**src/rtl/cmn_pwm_gen_n_if.sv**
```systemverilog
// rtl/cmn_pwm_gen_n_if.sv - OPB register-bus bundle for the PWM generator
interface cmn_pwm_gen_n_if;
  logic        OPB_RE;
  logic        OPB_WE;
  logic [31:0] OPB_ADDR;
  logic [31:0] OPB_DI;
  logic [31:0] OPB_DO;

  modport master (
    output OPB_RE, OPB_WE, OPB_ADDR, OPB_DI,
    input  OPB_DO
  );

  modport slave (
    input  OPB_RE, OPB_WE, OPB_ADDR, OPB_DI,
    output OPB_DO
  );
endinterface

```
**src/rtl/cmn_pwm_gen_n.sv**
```systemverilog
// rtl/cmn_pwm_gen_n.sv - N-channel centre-aligned PWM with dead-time, shadowed reload and latched fault
module cmn_pwm_gen_n #(
  parameter int N_CH      = 6,
  parameter int CNT_W     = 12,
  parameter int DT_W      = 8,
  parameter int N_FLT     = 2,
  parameter int SYNC_STG  = 2,
  parameter int TEST_TICK = 16
) (
  input  logic             OPB_CLK,
  input  logic             OPB_RST_N,
  cmn_pwm_gen_n_if.slave   opb,
  output logic [N_CH-1:0]  pwm_hi_o,
  output logic [N_CH-1:0]  pwm_lo_o,
  output logic             en_o,
  input  logic [N_FLT-1:0] fault_i,
  output logic             fault_o
);

  localparam int RUN_W = 8 + $clog2(TEST_TICK + 1);

  typedef enum logic [0:0] {S_IDLE, S_RUN} state_t;

  state_t                        r_state;
  state_t                        w_state_nxt;

  logic [N_CH-1:0]               r_en_sh;
  logic [N_CH-1:0]               r_en_act;
  logic                          r_tm_sh;
  logic [7:0]                    r_dur_sh;
  logic [CNT_W-1:0]              r_per_sh;
  logic [CNT_W-1:0]              r_per_act;
  logic [DT_W-1:0]               r_dt;
  logic [CNT_W-1:0]              r_duty_sh  [N_CH];
  logic [CNT_W-1:0]              r_duty_act [N_CH];

  logic [CNT_W-1:0]              r_cnt;
  logic                          r_dn;
  logic [RUN_W-1:0]              r_run_cnt;
  logic                          r_lim;
  logic                          r_test_done;

  logic [SYNC_STG-1:0][N_FLT-1:0] r_sync;
  logic [N_FLT-1:0]              r_mask;
  logic                          r_fault;

  logic [N_CH-1:0]               r_raw;
  logic [DT_W-1:0]               r_len [N_CH];
  logic [N_CH-1:0]               r_hi;
  logic [N_CH-1:0]               r_lo;
  logic [31:0]                   r_do;

  logic [5:0]                    w_addr;
  logic                          w_wr_ctrl;
  logic                          w_start;
  logic                          w_stop;
  logic                          w_clr;
  logic [N_FLT-1:0]              w_sync;
  logic                          w_flt_any;
  logic                          w_run;
  logic                          w_go;
  logic                          w_valley;
  logic                          w_test_end;
  logic                          w_load;
  logic [CNT_W-1:0]              w_top;
  logic [CNT_W-1:0]              w_per_clamp;
  logic [N_CH-1:0]               w_raw;
  logic [N_CH-1:0]               w_gate;
  logic [DT_W-1:0]               w_len [N_CH];
  logic [31:0]                   w_rd;
  logic                          w_unused;

  assign w_addr      = opb.OPB_ADDR[5:0];
  assign w_wr_ctrl   = opb.OPB_WE & (w_addr == 6'h03);
  assign w_start     = w_wr_ctrl & opb.OPB_DI[0];
  assign w_stop      = w_wr_ctrl & opb.OPB_DI[1];
  assign w_clr       = w_wr_ctrl & opb.OPB_DI[2];
  assign w_sync      = r_sync[SYNC_STG-1];
  assign w_flt_any   = |w_sync;
  assign w_run       = (r_state == S_RUN);
  assign w_go        = (r_state == S_IDLE) && (w_state_nxt == S_RUN);
  // Period boundary: last cycle of the down-slope, so the new values apply from the first up-count 0
  assign w_valley    = w_run & r_dn & (r_cnt == '0);
  assign w_test_end  = w_valley & r_lim & (r_run_cnt == RUN_W'(1));
  assign w_load      = w_go | w_valley;
  assign w_top       = r_per_act - CNT_W'(1);
  assign w_per_clamp = (r_per_sh < CNT_W'(2)) ? CNT_W'(2) : r_per_sh;
  assign w_unused    = ^{opb.OPB_ADDR[31:6], opb.OPB_DI};

  always_ff @(posedge OPB_CLK or negedge OPB_RST_N) begin
    if (!OPB_RST_N) r_state <= S_IDLE;
    else            r_state <= w_state_nxt;
  end

  always_comb begin
    w_state_nxt = r_state;
    case (r_state)
      S_IDLE:  if (w_start && !w_stop && !r_fault && !w_flt_any) w_state_nxt = S_RUN;
      S_RUN:   if (w_stop || w_flt_any || w_test_end) w_state_nxt = S_IDLE;
      default: w_state_nxt = S_IDLE;
    endcase
  end

  always_ff @(posedge OPB_CLK or negedge OPB_RST_N) begin
    if (!OPB_RST_N) begin
      r_en_sh  <= '0;
      r_tm_sh  <= 1'b0;
      r_dur_sh <= '0;
      r_per_sh <= '0;
      r_dt     <= '0;
      for (int i = 0; i < N_CH; i++) r_duty_sh[i] <= '0;
    end else if (opb.OPB_WE) begin
      case (w_addr)
        6'h00: begin
          r_en_sh  <= opb.OPB_DI[N_CH-1:0];
          r_tm_sh  <= opb.OPB_DI[16];
          r_dur_sh <= opb.OPB_DI[31:24];
        end
        6'h01: r_per_sh <= opb.OPB_DI[CNT_W-1:0];
        6'h02: r_dt     <= opb.OPB_DI[DT_W-1:0];
        default: begin
          for (int i = 0; i < N_CH; i++)
            if (w_addr == 6'(8 + i)) r_duty_sh[i] <= opb.OPB_DI[CNT_W-1:0];
        end
      endcase
    end
  end

  always_ff @(posedge OPB_CLK or negedge OPB_RST_N) begin
    if (!OPB_RST_N) begin
      r_en_act  <= '0;
      r_per_act <= '0;
      for (int i = 0; i < N_CH; i++) r_duty_act[i] <= '0;
    end else if (w_load) begin
      r_en_act  <= r_en_sh;
      r_per_act <= w_per_clamp;
      for (int i = 0; i < N_CH; i++) r_duty_act[i] <= r_duty_sh[i];
    end
  end

  always_ff @(posedge OPB_CLK or negedge OPB_RST_N) begin
    if (!OPB_RST_N) begin
      r_cnt <= '0;
      r_dn  <= 1'b0;
    end else if (!w_run || (w_state_nxt != S_RUN)) begin
      r_cnt <= '0;
      r_dn  <= 1'b0;
    end else if (!r_dn) begin
      if (r_cnt >= w_top) r_dn  <= 1'b1;
      else                r_cnt <= r_cnt + CNT_W'(1);
    end else begin
      if (r_cnt == '0)    r_dn  <= 1'b0;
      else                r_cnt <= r_cnt - CNT_W'(1);
    end
  end

  always_ff @(posedge OPB_CLK or negedge OPB_RST_N) begin
    if (!OPB_RST_N) begin
      r_run_cnt   <= '0;
      r_lim       <= 1'b0;
      r_test_done <= 1'b0;
    end else if (w_go) begin
      r_lim       <= r_tm_sh & (r_dur_sh != '0);
      r_run_cnt   <= RUN_W'(r_dur_sh) * RUN_W'(TEST_TICK);
      r_test_done <= 1'b0;
    end else if (w_valley && r_lim) begin
      r_run_cnt <= r_run_cnt - RUN_W'(1);
      if (r_run_cnt == RUN_W'(1)) r_test_done <= 1'b1;
    end
  end

  // Clear only drops sources that are no longer asserted at the synchroniser output
  always_ff @(posedge OPB_CLK or negedge OPB_RST_N) begin
    if (!OPB_RST_N) begin
      r_sync  <= '0;
      r_mask  <= '0;
      r_fault <= 1'b0;
    end else begin
      r_sync <= {r_sync[SYNC_STG-2:0], fault_i};
      if (w_clr) begin
        r_mask  <= w_sync;
        r_fault <= w_flt_any;
      end else begin
        r_mask  <= r_mask | w_sync;
        r_fault <= r_fault | w_flt_any;
      end
    end
  end

  always_comb begin
    w_raw  = '0;
    w_gate = '0;
    for (int i = 0; i < N_CH; i++) begin
      w_len[i]  = '0;
      w_raw[i]  = w_run & r_en_act[i] & (r_cnt < r_duty_act[i]);
      w_gate[i] = w_run & r_en_act[i] & ~w_flt_any;
      // Run length of the current raw level, saturating at the dead-time
      if (w_raw[i] != r_raw[i])  w_len[i] = '0;
      else if (r_len[i] >= r_dt) w_len[i] = r_len[i];
      else                       w_len[i] = r_len[i] + DT_W'(1);
    end
  end

  always_ff @(posedge OPB_CLK or negedge OPB_RST_N) begin
    if (!OPB_RST_N) begin
      r_raw <= '0;
      r_hi  <= '0;
      r_lo  <= '0;
      for (int i = 0; i < N_CH; i++) r_len[i] <= '0;
    end else begin
      r_raw <= w_raw;
      for (int i = 0; i < N_CH; i++) begin
        r_len[i] <= w_len[i];
        r_hi[i]  <= w_gate[i] &  w_raw[i] & (w_len[i] >= r_dt);
        r_lo[i]  <= w_gate[i] & ~w_raw[i] & (w_len[i] >= r_dt);
      end
    end
  end

  always_comb begin
    w_rd = '0;
    case (w_addr)
      6'h00: begin
        w_rd[N_CH-1:0] = r_en_sh;
        w_rd[16]       = r_tm_sh;
        w_rd[31:24]    = r_dur_sh;
      end
      6'h01: w_rd[CNT_W-1:0] = r_per_sh;
      6'h02: w_rd[DT_W-1:0]  = r_dt;
      6'h04: begin
        w_rd[0]          = w_run;
        w_rd[1]          = r_fault;
        w_rd[2]          = r_test_done;
        w_rd[8 +: N_FLT] = r_mask;
      end
      default: begin
        for (int i = 0; i < N_CH; i++)
          if (w_addr == 6'(8 + i)) w_rd[CNT_W-1:0] = r_duty_sh[i];
      end
    endcase
  end

  always_ff @(posedge OPB_CLK or negedge OPB_RST_N) begin
    if (!OPB_RST_N)      r_do <= '0;
    else if (opb.OPB_RE) r_do <= w_rd;
  end

  assign opb.OPB_DO = r_do;
  assign pwm_hi_o   = r_hi;
  assign pwm_lo_o   = r_lo;
  assign en_o       = w_run & ~r_fault;
  assign fault_o    = r_fault;

endmodule

```
**src/flat_wrapper.sv**
```systemverilog
// flat-port wrapper written by rule: the top's interface ports become plain ports
module cmn_pwm_gen_n_flat 
#(
  parameter int N_CH      = 6,
  parameter int CNT_W     = 12,
  parameter int DT_W      = 8,
  parameter int N_FLT     = 2,
  parameter int SYNC_STG  = 2,
  parameter int TEST_TICK = 16
)
  (OPB_CLK, OPB_RST_N, pwm_hi_o, pwm_lo_o, en_o, fault_i, fault_o, opb_OPB_RE, opb_OPB_WE, opb_OPB_ADDR, opb_OPB_DI, opb_OPB_DO);
  cmn_pwm_gen_n_if opb_i ();
  input  logic OPB_CLK;
  input  logic OPB_RST_N;
  output logic [N_CH-1:0] pwm_hi_o;
  output logic [N_CH-1:0] pwm_lo_o;
  output logic en_o;
  input  logic [N_FLT-1:0] fault_i;
  output logic fault_o;
  input wire logic [$bits(opb_i.OPB_RE)-1:0] opb_OPB_RE;
  input wire logic [$bits(opb_i.OPB_WE)-1:0] opb_OPB_WE;
  input wire logic [$bits(opb_i.OPB_ADDR)-1:0] opb_OPB_ADDR;
  input wire logic [$bits(opb_i.OPB_DI)-1:0] opb_OPB_DI;
  output wire logic [$bits(opb_i.OPB_DO)-1:0] opb_OPB_DO;
  assign opb_i.OPB_RE = opb_OPB_RE;
  assign opb_i.OPB_WE = opb_OPB_WE;
  assign opb_i.OPB_ADDR = opb_OPB_ADDR;
  assign opb_i.OPB_DI = opb_OPB_DI;
  assign opb_OPB_DO = opb_i.OPB_DO;
  cmn_pwm_gen_n #(.N_CH(N_CH), .CNT_W(CNT_W), .DT_W(DT_W), .N_FLT(N_FLT), .SYNC_STG(SYNC_STG), .TEST_TICK(TEST_TICK)) u_core (.OPB_CLK(OPB_CLK), .OPB_RST_N(OPB_RST_N), .opb(opb_i), .pwm_hi_o(pwm_hi_o), .pwm_lo_o(pwm_lo_o), .en_o(en_o), .fault_i(fault_i), .fault_o(fault_o));
endmodule
```
**config.mk**
```make
export PLATFORM = sky130hd
export DESIGN_NAME = cmn_pwm_gen_n_flat
export DESIGN_NICKNAME = d
export VERILOG_FILES = /design/src/rtl/cmn_pwm_gen_n_if.sv /design/src/rtl/cmn_pwm_gen_n.sv /design/src/flat_wrapper.sv
export SDC_FILE = /design/constraint.sdc
export NUM_CORES = 1
export LEC_CHECK = 0
export ABC_AREA = 0
export CORE_MARGIN = 4
export CORE_UTILIZATION = 45
export DETAILED_ROUTE_END_ITERATION = 16
export HOLD_SLACK_MARGIN = 0.02
export PLACE_DENSITY = 0.67
export SYNTH_ARGS = -nofsm -noshare
export SYNTH_HDL_FRONTEND = slang
export SYNTH_SLANG_ARGS = --single-unit
```
**constraint.sdc**
```tcl
create_clock -name OPB_CLK -period 3.88 [get_ports OPB_CLK]
set_input_delay 0.582 -clock OPB_CLK [delete_from_list [all_inputs] [get_ports OPB_CLK]]
set_output_delay 0.582 -clock OPB_CLK [all_outputs]
set_load 0.01 [all_outputs]
```
==> flow_metrics.env <==
export IMPL_gp_congestion=0.890
export IMPL_clock_skew_ns=0.0242
export IMPL_grt_max_degree=95
export IMPL_grt_usage_pct=21.0
export IMPL_r2r_end="u_core.pwm_hi_o[1]"
export IMPL_synth_seq_cells=320
export IMPL_maxCapViolations=0
export IMPL_leakage_nw=10.3
export IMPL_crit_fanout=5
export IMPL_antenna_cells=0
export IMPL_worstMarginPinSlew_ns=0.791
export IMPL_fmax_mhz=269
export IMPL_final_nets=2031
export IMPL_layout_area_seq_mm2=0.00801
export IMPL_core_mm2=0.0408
export IMPL_grt_pass1_vias=13202
export IMPL_numPortBuffers=67
export IMPL_rows=74
export IMPL_synthArstFlopShare_pct=100
export IMPL_floorplan_initialDensity_pct=45.4
export IMPL_cts_root_buf="clkbuf_16"
export IMPL_p_total_mw=10.9
export IMPL_die_h_um=211
export IMPL_critPathKind="register to register"
export IMPL_synth_xor_area_share_pct=3.43
export IMPL_h_tree_depth=2
export IMPL_netlist_top_cells_count="320 x dfrtp_1, 193 x ha_1, 121 x mux2_2"
export IMPL_power_per_cell_area_mw_per_mm2=502
export IMPL_hold_viol_final=0
export IMPL_cp_start_kind="register"
export IMPL_die_area_mm2=0.0445
export IMPL_fin_crit_ns=3.71
export IMPL_insertion_delay_ns=0.55
export IMPL_cts_buffers=38
export IMPL_syn_to_final_growth_pct=16.8
export IMPL_syn_avg_cell_area_um2=11.4
export IMPL_vias_per_cell=5.60
export IMPL_drc=0
export IMPL_timing_final_ws_setup_ns=0.168
export IMPL_clk_pin_slew_ns=0.06
export IMPL_pre_cts_slack_ns=-0.0168
export IMPL_peakVddDrop_v=0.000347
export IMPL_final_util_pct=53.1
export IMPL_vias=13010
export IMPL_crit_arrival_ns=4.13
export IMPL_ys_top_cells_by_area="dfrtp_1 43%, ha_1 13%, mux2_2 7.3%, mux2_4 6.2%, nor2_1 2.3%"
export IMPL_grt_antenna_before_repair=0
export IMPL_syn_area_mm2=0.0185
export IMPL_regToRegSetupSlack_ns=0.17
export IMPL_die_w_um=211
export IMPL_synth_top_family_by_area="multiplexers"
export IMPL_hold_class="primary input to asynchronous set/reset pin"
export IMPL_synthAdderAreaFrac_pct=13.1
export IMPL_routedWlPerCell_um=20.3
export IMPL_synth_cell_types=81
export IMPL_drt_iter0_markers=814
export IMPL_synthCells=1623
export IMPL_nFillCells=3501
export IMPL_rr_worst_depth=17
export IMPL_end_kind="register"
export IMPL_drive_gt1_share_pct=22.1
export IMPL_yosys_warnings=0
export IMPL_firstDrtPassIters=7
export IMPL_synth_top_cell_by_area="dfrtp_1"
export IMPL_cts_tree="done"
export IMPL_grt_pass1_wl_um=74100
export IMPL_yosysMostFrequentCell="dfrtp_1"
export IMPL_synth_compound_area_share_pct=10.8
export IMPL_slew_headroom_pct=47.1
export IMPL_outcome="finished clean"
export IMPL_multiInputGateArea_mm2=0.00992
export IMPL_synth_edf_count=0
export IMPL_setup_violations=0
export IMPL_reg2reg_from="u_core.r_cnt[2]"
export IMPL_ant_nets=0
export IMPL_critPathRequiredTime_ns=4.29
export IMPL_wirelength_um=47200
export IMPL_io_pins=116
export IMPL_synth_top_area_share_pct=43.2
export IMPL_final_max_slew_viol_count=0
export IMPL_synth_simple_area_share_pct=10.7
export IMPL_grt_overflow=0
export IMPL_seq_area_frac_synth_pct=43.2
export IMPL_synth_mux_area_share_pct=14.4
export IMPL_dpl_hpwl_um=34400
export IMPL_min_period_over_period_pct=95.7
export IMPL_synth_ff_type="dfrtp_1"
export IMPL_cts_buffer_depth=3
export IMPL_clock_sinks=320
repair_timing:
item                                    4_1_cts  5_1_grt
buffers inserted                              0        4
resized for setup                             2       32
pin swaps                                     1       16
hold buffers                                  0        0
endpoints found under the setup margin        2       12
per-layer routing:
| metal | global-route usage (%) | vias to the layer above | share of wire, % |
|---|---|---|---|
| met2 | 34.2 | 290 | 47 |
| met1 | 29.3 | 6500 | 45 |
| li1 | - | 6145 | - |
| met3 | 3.42 | 75 | 4.8 |
| met5 | 0 | - | 0 |
| met4 | 6.08 | 0 | 2.7 |
worst max-delay path: stages, from the launching register on:
cell,delay (ns)
dfrtp_2,0.49
ha_1,0.33
a21o_1,0.18
a31oi_1,0.24
o21ai_2,0.14
a311oi_2,0.27
buf_4,0.20
nor2_1,0.05
a211o_1,0.28
or2_1,0.23
ha_1,0.28
nand2b_1,0.15
a21o_1,0.17
a21o_1,0.16
a21oi_1,0.14
o21ai_1,0.09
o2111ai_2,0.10
nor2_1,0.06
cell families (layout without fill, tap and decap cells):
group	Yosys count	in the layout
AND/OR/NAND/NOR	382	382
flip-flops	320	320
AO/OA/AOI/OAI	284	284
multiplexers	213	213
adder cells (fa/ha/maj)	194	194
buffers and inverters	159	319
XOR/XNOR	70	70
other	1	11
through the flow:
step	TNS, ns	area [µm²]	hold WS (ns)	cells
finish	0	21700	0.0610	2325
global route	-0.0672	21700	0.0863	2325
CTS	0	21500	0.0557	2321
detailed placement	-0.0170	20200	0.338	2255
global placement	0	20200	0.341	2255
floorplan	0	18600	0.286	1633
state kept, by name, summed over array words and instances (netlist names), 2 cells and up:
signal	cells
u_core.r_raw	6
u_core.r_duty_act	72
u_core.w_sync	2
u_core.r_per_act	12
u_core.r_en_sh	6
u_core.pwm_lo_o	6
u_core.r_mask	2
u_core.pwm_hi_o	6
u_core.r_cnt	12
u_core.r_dur_sh	8
u_core.r_en_act	6
u_core.r_sync	2
u_core.r_len	48
u_core.r_duty_sh	72
u_core.r_dt	8
u_core.opb.OPB_DO	21
u_core.r_per_sh	12
u_core.r_run_cnt	13
layout by cell type (no fill, tap or decap), drive strengths merged, types with 14 or more instances in the layout:
| cell type | netlist | final |
|---|---|---|
| ha | 193 | 193 |
| nor2 | 114 | 114 |
| o21ai | 57 | 57 |
| nand2b | 19 | 19 |
| clkdlybuf4s50 | 0 | 66 |
| nand2 | 85 | 85 |
| mux2i | 15 | 15 |
| a21o | 31 | 31 |
| mux2 | 197 | 197 |
| buf | 38 | 84 |
| xor2 | 37 | 37 |
| dfrtp | 320 | 320 |
| inv | 103 | 104 |
| clkbuf | 18 | 59 |
| nand3 | 30 | 30 |
| nor4 | 14 | 14 |
| a21oi | 54 | 54 |
| o21a | 23 | 23 |
| nor3 | 26 | 26 |
| a211oi | 14 | 14 |
| xnor2 | 33 | 33 |
| nand4 | 18 | 18 |
cell type report:
class                   count  area share, %
clock inverters             7          0.641
clock buffers              59           5.36
multi-input cells        1154           45.8
well taps                 532           3.07
flip-flops and latches    320           37.0
repair buffers            150           6.36
inverters                 103           1.78
worst max-delay path by stage:
stage	end	from	depth (start not counted)	slack, ns
global route	u_core.pwm_lo_o[0]	u_core.r_cnt[9]	17	-0.04
finish	u_core.pwm_hi_o[1]	u_core.r_cnt[2]	17	0.17
floorplan	u_core.pwm_hi_o[3]	u_core.r_cnt[8]	15	0.43
global placement	u_core.pwm_hi_o[2]	u_core.r_cnt[8]	16	0.05
CTS	u_core.pwm_hi_o[2]	u_core.r_cnt[8]	16	0.02
detailed placement	u_core.pwm_hi_o[0]	u_core.r_cnt[1]	17	-0.02
power breakdown:
group / internal [mW] / total [mW] / switching (mW)
clock: 2.31 / 3.73 / 1.41
sequential: 3.72 / 4.17 / 0.448
combinational: 1.43 / 2.98 / 1.54
total: 7.47 / 10.9 / 3.40
Power figures use the tool's default switching activity.
